File: src/rtl/pc_ctrl_pkg.sv
// Shared definitions for the fetch-stage PC controller: FSM encoding,
// increment constant and the word-alignment helper.
package pc_ctrl_pkg;

    typedef enum logic [1:0] {
        ST_BOOT = 2'd0,
        ST_RUN  = 2'd1,
        ST_PEND = 2'd2
    } pc_state_e;

    localparam logic [31:0] PC_INC  = 32'd4;
    localparam logic [15:0] CNT_MAX = 16'hFFFF;

    function automatic logic [31:0] align_word(input logic [31:0] addr);
        return {addr[31:2], 2'b00};
    endfunction

endpackage

File: src/rtl/PCmux.sv
// Next-PC source select: redirect/pending target when PCSel=1, else pc+4.
module PCmux (
    input  logic        PCSel,
    input  logic [31:0] alu,
    input  logic [31:0] pc_plus4,
    output logic [31:0] pc_next
);

    assign pc_next = PCSel ? alu : pc_plus4;

endmodule

File: src/rtl/pc_ctrl.sv
// Fetch-stage PC controller: sequences the fetch address through a
// post-reset idle cycle, holds on stall/backpressure, and parks redirects
// that arrive while the instruction memory is not accepting.
//
// state   | meaning
// --------+-----------------------------------------------------------
// ST_BOOT | one idle cycle after reset, no fetch request, redirects ignored
// ST_RUN  | fetching sequentially, pc advances on accept unless stalled
// ST_PEND | fetching, a redirect target waits in pend_q for the next accept
module pc_ctrl
    import pc_ctrl_pkg::*;
#(
    parameter logic [31:0] RESET_PC = 32'h0000_0000
) (
    input  logic        clk,
    input  logic        rst,
    input  logic        stall,
    input  logic        redirect_valid,
    input  logic [31:0] redirect_target,
    input  logic        imem_ready,
    output logic [31:0] pc,
    output logic [31:0] pc_plus4,
    output logic        pc_sel,
    output logic        imem_req,
    output logic        flush_if_id,
    output logic        flush_id_ex,
    output logic        misalign_err,
    output logic [15:0] redirect_cnt
);

    pc_state_e   state_q;
    logic [31:0] pc_q;
    logic [31:0] pend_q;
    logic [15:0] cnt_q;
    logic        imem_req_q;

    logic        running;
    logic        redir;
    logic        accept;
    logic        load_pc;
    logic [31:0] tgt_aligned;
    logic [31:0] mux_alu;
    logic [31:0] pc_d;

    // Reset gates every combinational output so nothing leaks out while rst is held.
    assign running     = !rst && (state_q != ST_BOOT);
    assign redir       = running && redirect_valid;
    assign imem_req    = imem_req_q && !rst;
    assign accept      = imem_req && imem_ready;
    assign tgt_aligned = align_word(redirect_target);

    assign pc_sel   = redir || (running && (state_q == ST_PEND));
    assign mux_alu  = redir ? tgt_aligned : pend_q;
    assign pc_plus4 = pc_q + PC_INC;

    // A redirect or pending target overrides stall; sequential advance does not.
    assign load_pc = accept && (pc_sel || !stall);

    PCmux u_pcmux (
        .PCSel    (pc_sel),
        .alu      (mux_alu),
        .pc_plus4 (pc_plus4),
        .pc_next  (pc_d)
    );

    always_ff @(posedge clk) begin
        if (rst) begin
            state_q    <= ST_BOOT;
            pc_q       <= RESET_PC;
            pend_q     <= 32'd0;
            cnt_q      <= 16'd0;
            imem_req_q <= 1'b0;
        end else begin
            case (state_q)
                ST_BOOT: begin
                    state_q    <= ST_RUN;
                    imem_req_q <= 1'b1;
                end
                ST_RUN, ST_PEND: begin
                    if (load_pc) begin
                        pc_q <= pc_d;
                    end
                    if (redir && !accept) begin
                        pend_q  <= tgt_aligned;
                        state_q <= ST_PEND;
                    end else if (accept) begin
                        state_q <= ST_RUN;
                    end
                    if (redir && (cnt_q != CNT_MAX)) begin
                        cnt_q <= cnt_q + 16'd1;
                    end
                end
                default: begin
                    state_q    <= ST_BOOT;
                    imem_req_q <= 1'b0;
                end
            endcase
        end
    end

    assign pc           = pc_q;
    assign flush_if_id  = redir;
    assign flush_id_ex  = redir;
    assign misalign_err = redir && (redirect_target[1:0] != 2'b00);
    assign redirect_cnt = cnt_q;

endmodule

File: config.mk
export PLATFORM = sky130hd
export DESIGN_NAME = pc_ctrl
export DESIGN_NICKNAME = d
export VERILOG_FILES = /design/src/rtl/pc_ctrl_pkg.sv /design/src/rtl/PCmux.sv /design/src/rtl/pc_ctrl.sv
export SDC_FILE = /design/constraint.sdc
export NUM_CORES = 1
export LEC_CHECK = 0
export CAP_MARGIN = 25
export CORE_AREA = 2 2 89 126
export CTS_BUF_LIST = sky130_fd_sc_hd__clkbuf_16
export DETAILED_ROUTE_END_ITERATION = 16
export DIE_AREA = 0 0 91 128
export PLACE_DENSITY = 0.74
export SYNTH_ARGS = -nofsm -noshare
export SYNTH_HDL_FRONTEND = slang
export SYNTH_SLANG_ARGS = --single-unit
File: constraint.sdc
create_clock -name clk -period 6.2 [get_ports clk]
set_clock_uncertainty 0.15 [all_clocks]
set_input_delay 0.93 -clock clk [delete_from_list [all_inputs] [get_ports clk]]
set_output_delay 0.93 -clock clk [all_outputs]
set_load 0.02 [all_outputs]
==> summary.txt, run 1 <==
Status
  • Outcome: completed

Global route
  • Initial antenna violation count: 0
  • Vias in the first global route: 4693
  • Overflow after GRT: 0
  • Largest net degree at the start of global routing: 81
  • GRT Total Usage: 24.4%
  • First-pass GRT wire length: 23000 microns

Clock network
  • Hold-fix buffers, CTS: 0
  • Root Buffer: clkbuf_16
  • H-tree depth: 3
  • CTS sink cnt: 79
  • CTS tree: done
  • Postcts setup bufs: 0
  • Num CTS Buffers: 9
  • Clock Latency Late Sink: 0.34 ns
  • Clk slew on worst S/H paths: 0.06 ns
  • Longest Clk Path Bufs: 2
  • Resized Gates After CTS: 0

Synth
  • Post-synth ARST share: 0%
  • Synth Warn #: 0
  • Synth unique cells: 68
  • Primary FF master, synth: dfxtp_1
  • EDFF count, synth: 0
  • Register area share after synthesis: 34.0%
  • Number of synthesized register bits: 79
  • Mapped Area: 4650 sq um
  • Mapped Avg Cell Area: 7.51 sq um
  • Cell count after synthesis: 620

Worst setup path
  • Critical Path AT: 3.77 ns
  • Required @ worst endpoint: 5.12 ns
  • Slowest CP cell: or3b_1
  • CP Max Fanout: 26
  • Worst path cell trace: clkdlybuf4s50_1, or3b_1, inv_2, clkdlybuf4s50_1
  • CP Depth: 4
  • Setup crit start kind: primary input
  • Cell repeated most along the worst path: clkdlybuf4s50_1
  • Top delay family on crit path: buffers and inverters
  • Worst path bufs/invs: 3
  • Kind of critical path: primary input to output pin
  • CP peak stage delay: 0.79 ns
  • Worst reg2reg path depth: 7
  • Crit. End Element: output pin

Min path
  • Hold Path Depth: 2
  • Hold Path Class: flop to flop

STA
  • Final period utilization: 78.2%
  • Min Tclk post-route: 4.85 ns
  • RSZ-0062 raised after global routing: false
  • Final Hold Violating Endpoints: 0
  • Max Freq: 0.206 GHz
  • Final setup fails: 0
  • Measured slew at the worst slew-check pin: 0.932 ns
  • Final setup TNS: 0 ns
  • Max-slew violations: 0
  • Max_slew headroom: 37.9%

Route
  • Wire per inst: 16.8 microns
  • Post-Route WL: 14400 microns
  • DR iter-0 viols: 358
  • Via count: 4959
  • DR pass1 iterations: 5
  • Via density: 5.77
  • # DRC: 0
  • Antenna viol nets, final: 0

Placement
  • # port buffers: 117
  • GP Congestion: 0.846
  • Post-DP HPWL: 10300 microns

Final layout
  • Area delta synth->final: 33.7%
  • NumNets Final: 756
  • Commonest cells after routing, fill and taps aside: 122 x nand2_1, 116 x clkdlybuf4s50_1, 79 x dfxtp_1
  • Commonest non-fill, non-tap cell in the layout: nand2_1
  • Share of post-route cells with drive strength above 1: 5.01%
  • Antenna cell count: 0
  • Filler instances: 1000

Floorplan
  • Die W: 91 microns
  • Die Ht: 128 microns
  • Die area: 11600 sq um
  • Initial Utilization: 44.0%
  • Placement Rows: 45
  • Io pins: 122
  • Placeable core area: 10600 sq um

Power and ir drop
  • PD cells: 211 nW/um^2
  • Leak: 0.00213 uW
  • Maximum VDD drop: 0.140 mV
  • Total power: 1310 uW

Flow run
  • Max cap viols: 0
==> tightest hold or removal path: stages (launching register included) <==
cell	delay (ns)
dfxtp_1	0.31
nand2_1	0.05
a21oi_1	0.05
==> logic make-up after synthesis <==
group / Yosys count / share of synthesized area, %
fa+ha+maj: 5 / 1.34
compound gates: 153 / 19.5
simple gates: 282 / 31.1
mux: 12 / 2.66
xor+xnor: 32 / 6.02
other cells: 1 / 0.0806
buf+inv: 56 / 5.30
flops: 79 / 34.0
==> report_power, final <==
group          internal, uW  switching, uW  total, uW
Clock                   432            209        641
Combinational          59.2           86.1        145
Sequential              517           8.40        525
==> cells in the mapped netlist (2+ instances only) <==
master / number / area [sq um]
a211oi_1: 5 / 37.5
a21oi_1: 74 / 370
a221o_1: 2 / 20.0
a22oi_1: 3 / 22.5
a311oi_1: 3 / 26.3
a31oi_1: 8 / 50.1
a32o_1: 3 / 30.0
and2_1: 3 / 18.8
and3_1: 14 / 87.6
and4_1: 11 / 96.3
buf_1: 4 / 15.0
buf_2: 5 / 25.0
buf_4: 6 / 45.0
clkbuf_1: 25 / 93.8
dfxtp_1: 79 / 1580
ha_1: 5 / 62.6
inv_1: 13 / 48.8
inv_2: 2 / 7.51
mux2_2: 2 / 22.5
mux2i_1: 9 / 90.1
nand2_1: 122 / 458
nand3_1: 28 / 140
nand3_2: 2 / 20.0
nand4_1: 5 / 31.3
nand4_4: 2 / 42.5
nand4b_1: 2 / 17.5
nor2_1: 39 / 146
nor2b_1: 3 / 18.8
nor3_1: 13 / 65.1
nor3b_1: 7 / 52.6
nor4_1: 6 / 37.5
o2111ai_1: 3 / 26.3
o211ai_1: 4 / 30.0
o21a_1: 2 / 15.0
o21ai_0: 27 / 135
o21ai_1: 2 / 10.0
o22ai_1: 3 / 18.8
o31a_1: 2 / 17.5
o31ai_1: 3 / 22.5
or2_1: 2 / 12.5
or3_1: 10 / 62.6
xnor2_1: 16 / 140
xor2_1: 16 / 140
==> metrics by stage <==
| step | setup WS [ns] | utilization (%) | instances | instance area [sq um] | hold WS (ns) |
|---|---|---|---|---|---|
| 4_1_cts | 1.37 | 58.7 | 859 | 6210 | 0.306 |
| 5_1_grt | 1.21 | 58.8 | 860 | 6220 | 0.320 |
| 6_report | 1.35 | 58.8 | 860 | 6220 | 0.305 |
| 2_1_floorplan | 3.14 | - | 623 | 4660 | 0.282 |
| 3_5_place_dp | 1.38 | 55.2 | 843 | 5850 | 0.298 |
| 3_3_place_gp | 1.43 | 55.1 | 842 | 5830 | 0.291 |
==> worst paths after layout <==
| kind | from | to | slack, ns |
|---|---|---|---|
| worst max-delay path | redirect_valid | flush_if_id | 1.35 |
| worst min-delay path | pend_q[7]$_SDFFE_PP0P_ | pend_q[7]$_SDFFE_PP0P_ | 0.30 |
| worst max register to register | state_q[0]$_SDFFE_PP0P_ | pc[19]$_SDFFE_PP0P_ | 2.84 |
| worst min register to register | pend_q[7]$_SDFFE_PP0P_ | pend_q[7]$_SDFFE_PP0P_ | 0.30 |
==> layer usage <==
metal	up-vias	routed length, microns	GRT usage [%]	share of wire [%]
met5	-	0	0	0
met4	0	266	8.65	1.8
met3	21	1000	5.17	6.9
met2	221	7430	44.2	52
met1	2322	5720	28.3	40
li1	2395	-	-	-
==> flip-flops by register name, summed over array words and instances (netlist names) <==
| name | count |
|---|---|
| pc | 30 |
| pend_q | 30 |
| redirect_cnt | 16 |
| state_q | 2 |
| imem_req_q | 1 |
==> layout make-up <==
| cell class | count | area, sq um | share of cell area, % |
|---|---|---|---|
| clock inverter | 7 | 136 | 2.19 |
| clock buffer | 9 | 225 | 3.62 |
| inverter | 15 | 56.3 | 0.905 |
| tap | 141 | 176 | 2.83 |
| multi-input combinational | 488 | 2840 | 45.6 |
| timing repair buffer | 121 | 1210 | 19.5 |
| sequential | 79 | 1580 | 25.4 |
(Power assumes the default switching activity.)
==> run 2: changes to the inputs <==
- PLACE_DENSITY: 0.74 -> 0.77
- clock period: 6.2 -> 3.9 ns (I/O delays scaled with it)
==> run 2 against run 1 <==
  * Sequential power increased by 59%
  * Largest cell class unchanged
  * First-iteration DRC count grew 28%
  * Non-clock buffer count grew 9
  * Total power increased by 44%
  * Combinational power grew 65%
  * Cell count increased by 1.0%
  * Core utilization down 0.20 points
  * Critical endpoint is now pc_plus4[30]
  * Via count grew 3.6%
==> summary.txt, run 2 (synthesis gave the netlist of run 1 again) <==
Min path
  • Hold Path Depth: 2 (unchanged)
  • Hold Path Class: flop to flop

Final layout
  • Commonest cells after routing, fill and taps aside: 122 x nand2_1, 116 x clkdlybuf4s50_1, 79 x dfxtp_1
  • Final non-filler cell area: 6200 sq um (-0.34%)
  • Final Util: 58.6% (-0.20 points)
  • Non-Filler Instances: 869 (+1.0%)
  • Share of post-route cells with drive strength above 1: 5.77% (+0.76 points)
  • Antenna cell count: 0 (unchanged)
  • NumNets Final: 765 (+1.2%)
  • Area delta synth->final: 33.3%
  • Commonest non-fill, non-tap cell in the layout: nand2_1

Floorplan
  • Die Ht: 128 microns (unchanged)
  • Die area: 11600 sq um (unchanged)
  • Initial Utilization: 44.0% (unchanged)
  • Placement Rows: 45 (unchanged)
  • Placeable core area: 10600 sq um (unchanged)
  • Io pins: 122 (unchanged)
  • Die W: 91 microns (unchanged)

Placement
  • Placed cells: 852 (+1.1%)
  • Post-DP HPWL: 10900 microns (+6.1%)
  • Post-DP Area: 5910 sq um (+1.0%)
  • # port buffers: 117 (unchanged)
  • GP Congestion: 0.902 (+6.6%)

STA
  • Final period utilization: 94.4%
  • RSZ-0062 raised after global routing: false
  • Min Tclk post-route: 3.68 ns
  • Max-slew violations: 0 (unchanged)
  • Measured slew at the worst slew-check pin: 0.732 ns (-0.200 ns)
  • Max Freq: 0.272 GHz
  • Final setup TNS: 0 ns (unchanged)
  • Final setup fails: 0 (unchanged)
  • Final Hold Violating Endpoints: 0 (unchanged)
  • Max_slew headroom: 50.9% (+13 points)

Clock network
  • CTS sink cnt: 79 (unchanged)
  • Root Buffer: clkbuf_16
  • Clk slew on worst S/H paths: 0.06 ns (about the same)
  • Postcts setup bufs: 0 (unchanged)
  • H-tree depth: 3 (unchanged)
  • Longest Clk Path Bufs: 2 (unchanged)
  • Clock Latency Late Sink: 0.35 ns (about the same)
  • CTS tree: done
  • Num CTS Buffers: 9 (unchanged)
  • Hold-fix buffers, CTS: 0 (unchanged)
  • Resized Gates After CTS: 0 (unchanged)

Global route
  • First-pass GRT wire length: 23600 microns (+2.5%)
  • Overflow after GRT: 0 (unchanged)
  • Vias in the first global route: 4718 (+0.53%)
  • GRT Total Usage: 25.4% (+0.98 points)
  • Initial antenna violation count: 0 (unchanged)
  • Largest net degree at the start of global routing: 34 (-58%)

Worst setup path
  • CP peak stage delay: 0.64 ns (-0.15 ns)
  • Critical Path Start: pc[10]$_SDFFE_PP0P_
  • Worst path cell trace: and4_1, and4_1, nand4_4, nor2_1, xor2_1, clkdlybuf4s50_1
  • Required @ worst endpoint: 3.16 ns (-1.96 ns)
  • Worst reg2reg path depth: 8 (+1)
  • Cell repeated most along the worst path: and4_1
  • Crit. End Element: output pin
  • Slowest CP cell: clkdlybuf4s50_1
  • R2r setup slk: 1.16 ns (-1.68 ns)
  • Kind of critical path: flop to output pin
  • CP Max Fanout: 9 (-65%)
  • Critical Path AT: 2.95 ns (-0.82 ns)
  • Reg2reg end: pc[7]$_SDFFE_PP0P_
  • Setup crit start kind: flop
  • Critical path endpoint: pc_plus4[30]
  • FF-to-FF Start: state_q[0]$_SDFFE_PP0P_

Route
  • Post-Route WL: 15100 microns (+4.9%)
  • Wire per inst: 17.4 microns (+3.8%)
  • Via count: 5136 (+3.6%)
  • DR pass1 iterations: 6 (+1)
  • DR iter-0 viols: 460 (+28%)
  • Via density: 5.91 (+2.5%)
  • # DRC: 0 (unchanged)
  • Antenna viol nets, final: 0 (unchanged)

Power and ir drop
  • Total power: 1890 uW (+44%)
  • Maximum VDD drop: 0.227 mV (+62%)
  • PD cells: 305 nW/um^2 (+45%)
  • Leak: 0.00214 uW (+0.31%)

Flow run
  • Max cap viols: 0 (unchanged)

Status
  • Outcome: completed
[run 2: changes by cell type in the layout (fill, tap and decap cells not counted), sizes merged]
cell | previous run | this run
bufinv | 4 | 1
clkinvlp | 1 | 0
clkinv | 1 | 5
buf | 5 | 14
[run 2: through the flow]
step / hold WS, ns / setup WS, ns
4_1_cts: 0.304 / 0.238
2_1_floorplan: 0.282 / 1.23
6_report: 0.304 / 0.219
3_3_place_gp: 0.289 / 0.664
3_5_place_dp: 0.296 / 0.626
5_1_grt: 0.319 / 0.0360
[run 2: critical path: cells and delay by family (launching register included)]
kind | cells | cell delay (ns)
buf+inv | 1 | 0.64
xor+xnor | 1 | 0.22
simple gates | 4 | 1.26
flops | 1 | 0.48
[run 2: area by class of cell]
cell class	count	area (sq um)
clock buffers	9	225
clock inverters	7	55.1
fillers	991	4380
inverters	15	56.3
multi-input cells	488	2840
flip-flops and latches	79	1580
well taps	141	176
repair buffers	130	1270
[run 2: how the worst min path moves through the flow]
stage,startpoint,to,slack (ns)
floorplan,pend_q[2]$_SDFFE_PP0P_,pend_q[2]$_SDFFE_PP0P_,0.28
global placement,pend_q[2]$_SDFFE_PP0P_,pend_q[2]$_SDFFE_PP0P_,0.29
detailed placement,pend_q[2]$_SDFFE_PP0P_,pend_q[2]$_SDFFE_PP0P_,0.30
CTS,pend_q[2]$_SDFFE_PP0P_,pend_q[2]$_SDFFE_PP0P_,0.30
global route,pend_q[4]$_SDFFE_PP0P_,pend_q[4]$_SDFFE_PP0P_,0.32
finish,pend_q[30]$_SDFFE_PP0P_,pend_q[30]$_SDFFE_PP0P_,0.30
[run 2: per-layer routing]
layer  GRT usage [%]  wire [microns]
met2            42.6            7490
met3            6.23            1200
met1            28.9            5640
met5               0               0
met4            16.0             789
[run 2: power by group]
| group | leakage (uW) | total [uW] | switching, uW | internal (uW) |
|---|---|---|---|---|
| logic | 0.00136 | 239 | 141 | 98.2 |
| registers | 0.000637 | 835 | 13.2 | 821 |
| clock network | 0.000143 | 820 | 335 | 484 |
| total | 0.00214 | 1890 | 490 | 1400 |
==> variant (flow settings as in run 1) <==
Register the output `misalign_err`; this adds one clock of latency there. The other outputs are not delayed to match.
--- a/src/rtl/pc_ctrl.sv
+++ b/src/rtl/pc_ctrl.sv
@@ -101,7 +101,9 @@
     assign pc           = pc_q;
     assign flush_if_id  = redir;
     assign flush_id_ex  = redir;
-    assign misalign_err = redir && (redirect_target[1:0] != 2'b00);
+    always_ff @(posedge clk) begin
+        misalign_err <= redir && (redirect_target[1:0] != 2'b00);
+    end
     assign redirect_cnt = cnt_q;
 
 endmodule
Behaviour: not the same (Yosys sat finds a counterexample within 4 cycles, from zero or initial values and one cycle with rst high).
==> variant against run 1 <==
Clock power decreased by 24%; sequential share of layout area grew 0.70 points; power is 11% lower; wire length up 2.0%; sequential cell count is 1 higher; design area fell by 1.5%; setup slack better by 0.079 ns; synthesized area rose by 0.43%; critical path type unchanged.
==> variant: results <==
export IMPL_outcome="complete, no violations"
export IMPL_synth_commonest_cells="nand2_1 (122), dfxtp_1 (80), a21oi_1 (74)"
export IMPL_antenna_cells=0
export IMPL_grt_pass1_wl_um=22900
export IMPL_vias_per_cell=5.76
export IMPL_cellLeakagePower_nw=2.08
export IMPL_dr_wl_met3_um=1060
export IMPL_io_buffers=117
export IMPL_reg2reg_slack_ns=2.80
export IMPL_relSlewSlack=0.298
export IMPL_met2_usage=0.430
export IMPL_hold_path_end="pend_q[2]$_SDFFE_PP0P_"
export IMPL_m1WireLength_um=5860
export IMPL_grt_util_met3=0.0459
export IMPL_drtPass1Iterations=5
export IMPL_worst_hold_slack_ns=0.300
export IMPL_grt_usage=0.243
export IMPL_hold_path_startpoint="pend_q[2]$_SDFFE_PP0P_"
export IMPL_nNetsFinal=756
export IMPL_post_cts_buffers=0
export IMPL_worst_ep_arrival_time_ns=3.69
export IMPL_ir_drop_mv=0.162
export IMPL_grt_max_degree=80
export IMPL_top_layer="met4"
export IMPL_drive_above_1_share=0.0473
export IMPL_cts_repair_resized=0
export IMPL_met1_usage=0.293
export IMPL_drt_iter0_markers=432
export IMPL_yosysSeqAreaShare=0.343
export IMPL_place_congestion=0.855
export IMPL_route_met2_wl_um=7460
export IMPL_post_dp_hpwl_um=10400
export IMPL_internal_power_mw=0.849
export IMPL_grt_pass1_vias=4589
export IMPL_synth_warnings=0
export IMPL_synth_area_leaders="dfxtp_1 (34%), nand2_1 (9.8%), a21oi_1 (7.9%)"
export IMPL_wl_um=14700
variant: changes by cell type in the layout (fill, tap and decap cells not counted):
cell,before,now
bufinv_16,4,0
clkinvlp_4,1,3
dfxtp_1,79,80
clkinv_2,1,2
buf_8,2,1
clkinv_1,0,1
variant: worst max-delay path, cell delays in order:
cell and delay, ns:
clkdlybuf4s50_1 0.73, or3b_1 0.75, inv_2 0.56, clkdlybuf4s50_1 0.71
variant: cell type report:
cell class,count,area (um2)
inverters,15,56.3
flip-flops and latches,80,1600
repair buffers,120,1200
clock buffers,9,225
clock inverters,7,40.0
multi-input cells,488,2840
well taps,141,176
fillers,1005,4450
variant: power by group through the flow:
| stage | clock (mW) | combinational [mW] | sequential, mW |
|---|---|---|---|
| 2_1_floorplan | 0 | 0.0827 | 0.544 |
| 3_3_place_gp | 0 | 0.139 | 0.542 |
| 3_5_place_dp | 0 | 0.142 | 0.543 |
| 4_1_cts | 0.485 | 0.144 | 0.532 |
| 5_1_grt | 0.504 | 0.157 | 0.533 |
| 6_report | 0.486 | 0.145 | 0.532 |
variant: kinds of logic after synthesis:
group	Yosys count	synth area share
adders and majority gates	5	0.0134
DFF	80	0.343
xor gates and xnor gates	32	0.0600
muxes	12	0.0265
AOI/OAI and AO/OA	153	0.195
buffers and inverters	56	0.0527
other	1	0.000802
and+or+nand+nor	282	0.309
variant: per-stage QoR:
| stage | utilization | instance area [um2] | worst slack (ns) | std cells |
|---|---|---|---|---|
| final | 0.579 | 6130 | 1.43 | 860 |
| after global routing | 0.579 | 6130 | 1.33 | 860 |
| after CTS | 0.578 | 6120 | 1.46 | 859 |
| after detailed placement | 0.553 | 5850 | 1.46 | 843 |
| after global placement | 0.553 | 5850 | 1.49 | 843 |
| after floorplan | - | 4680 | 3.14 | 624 |
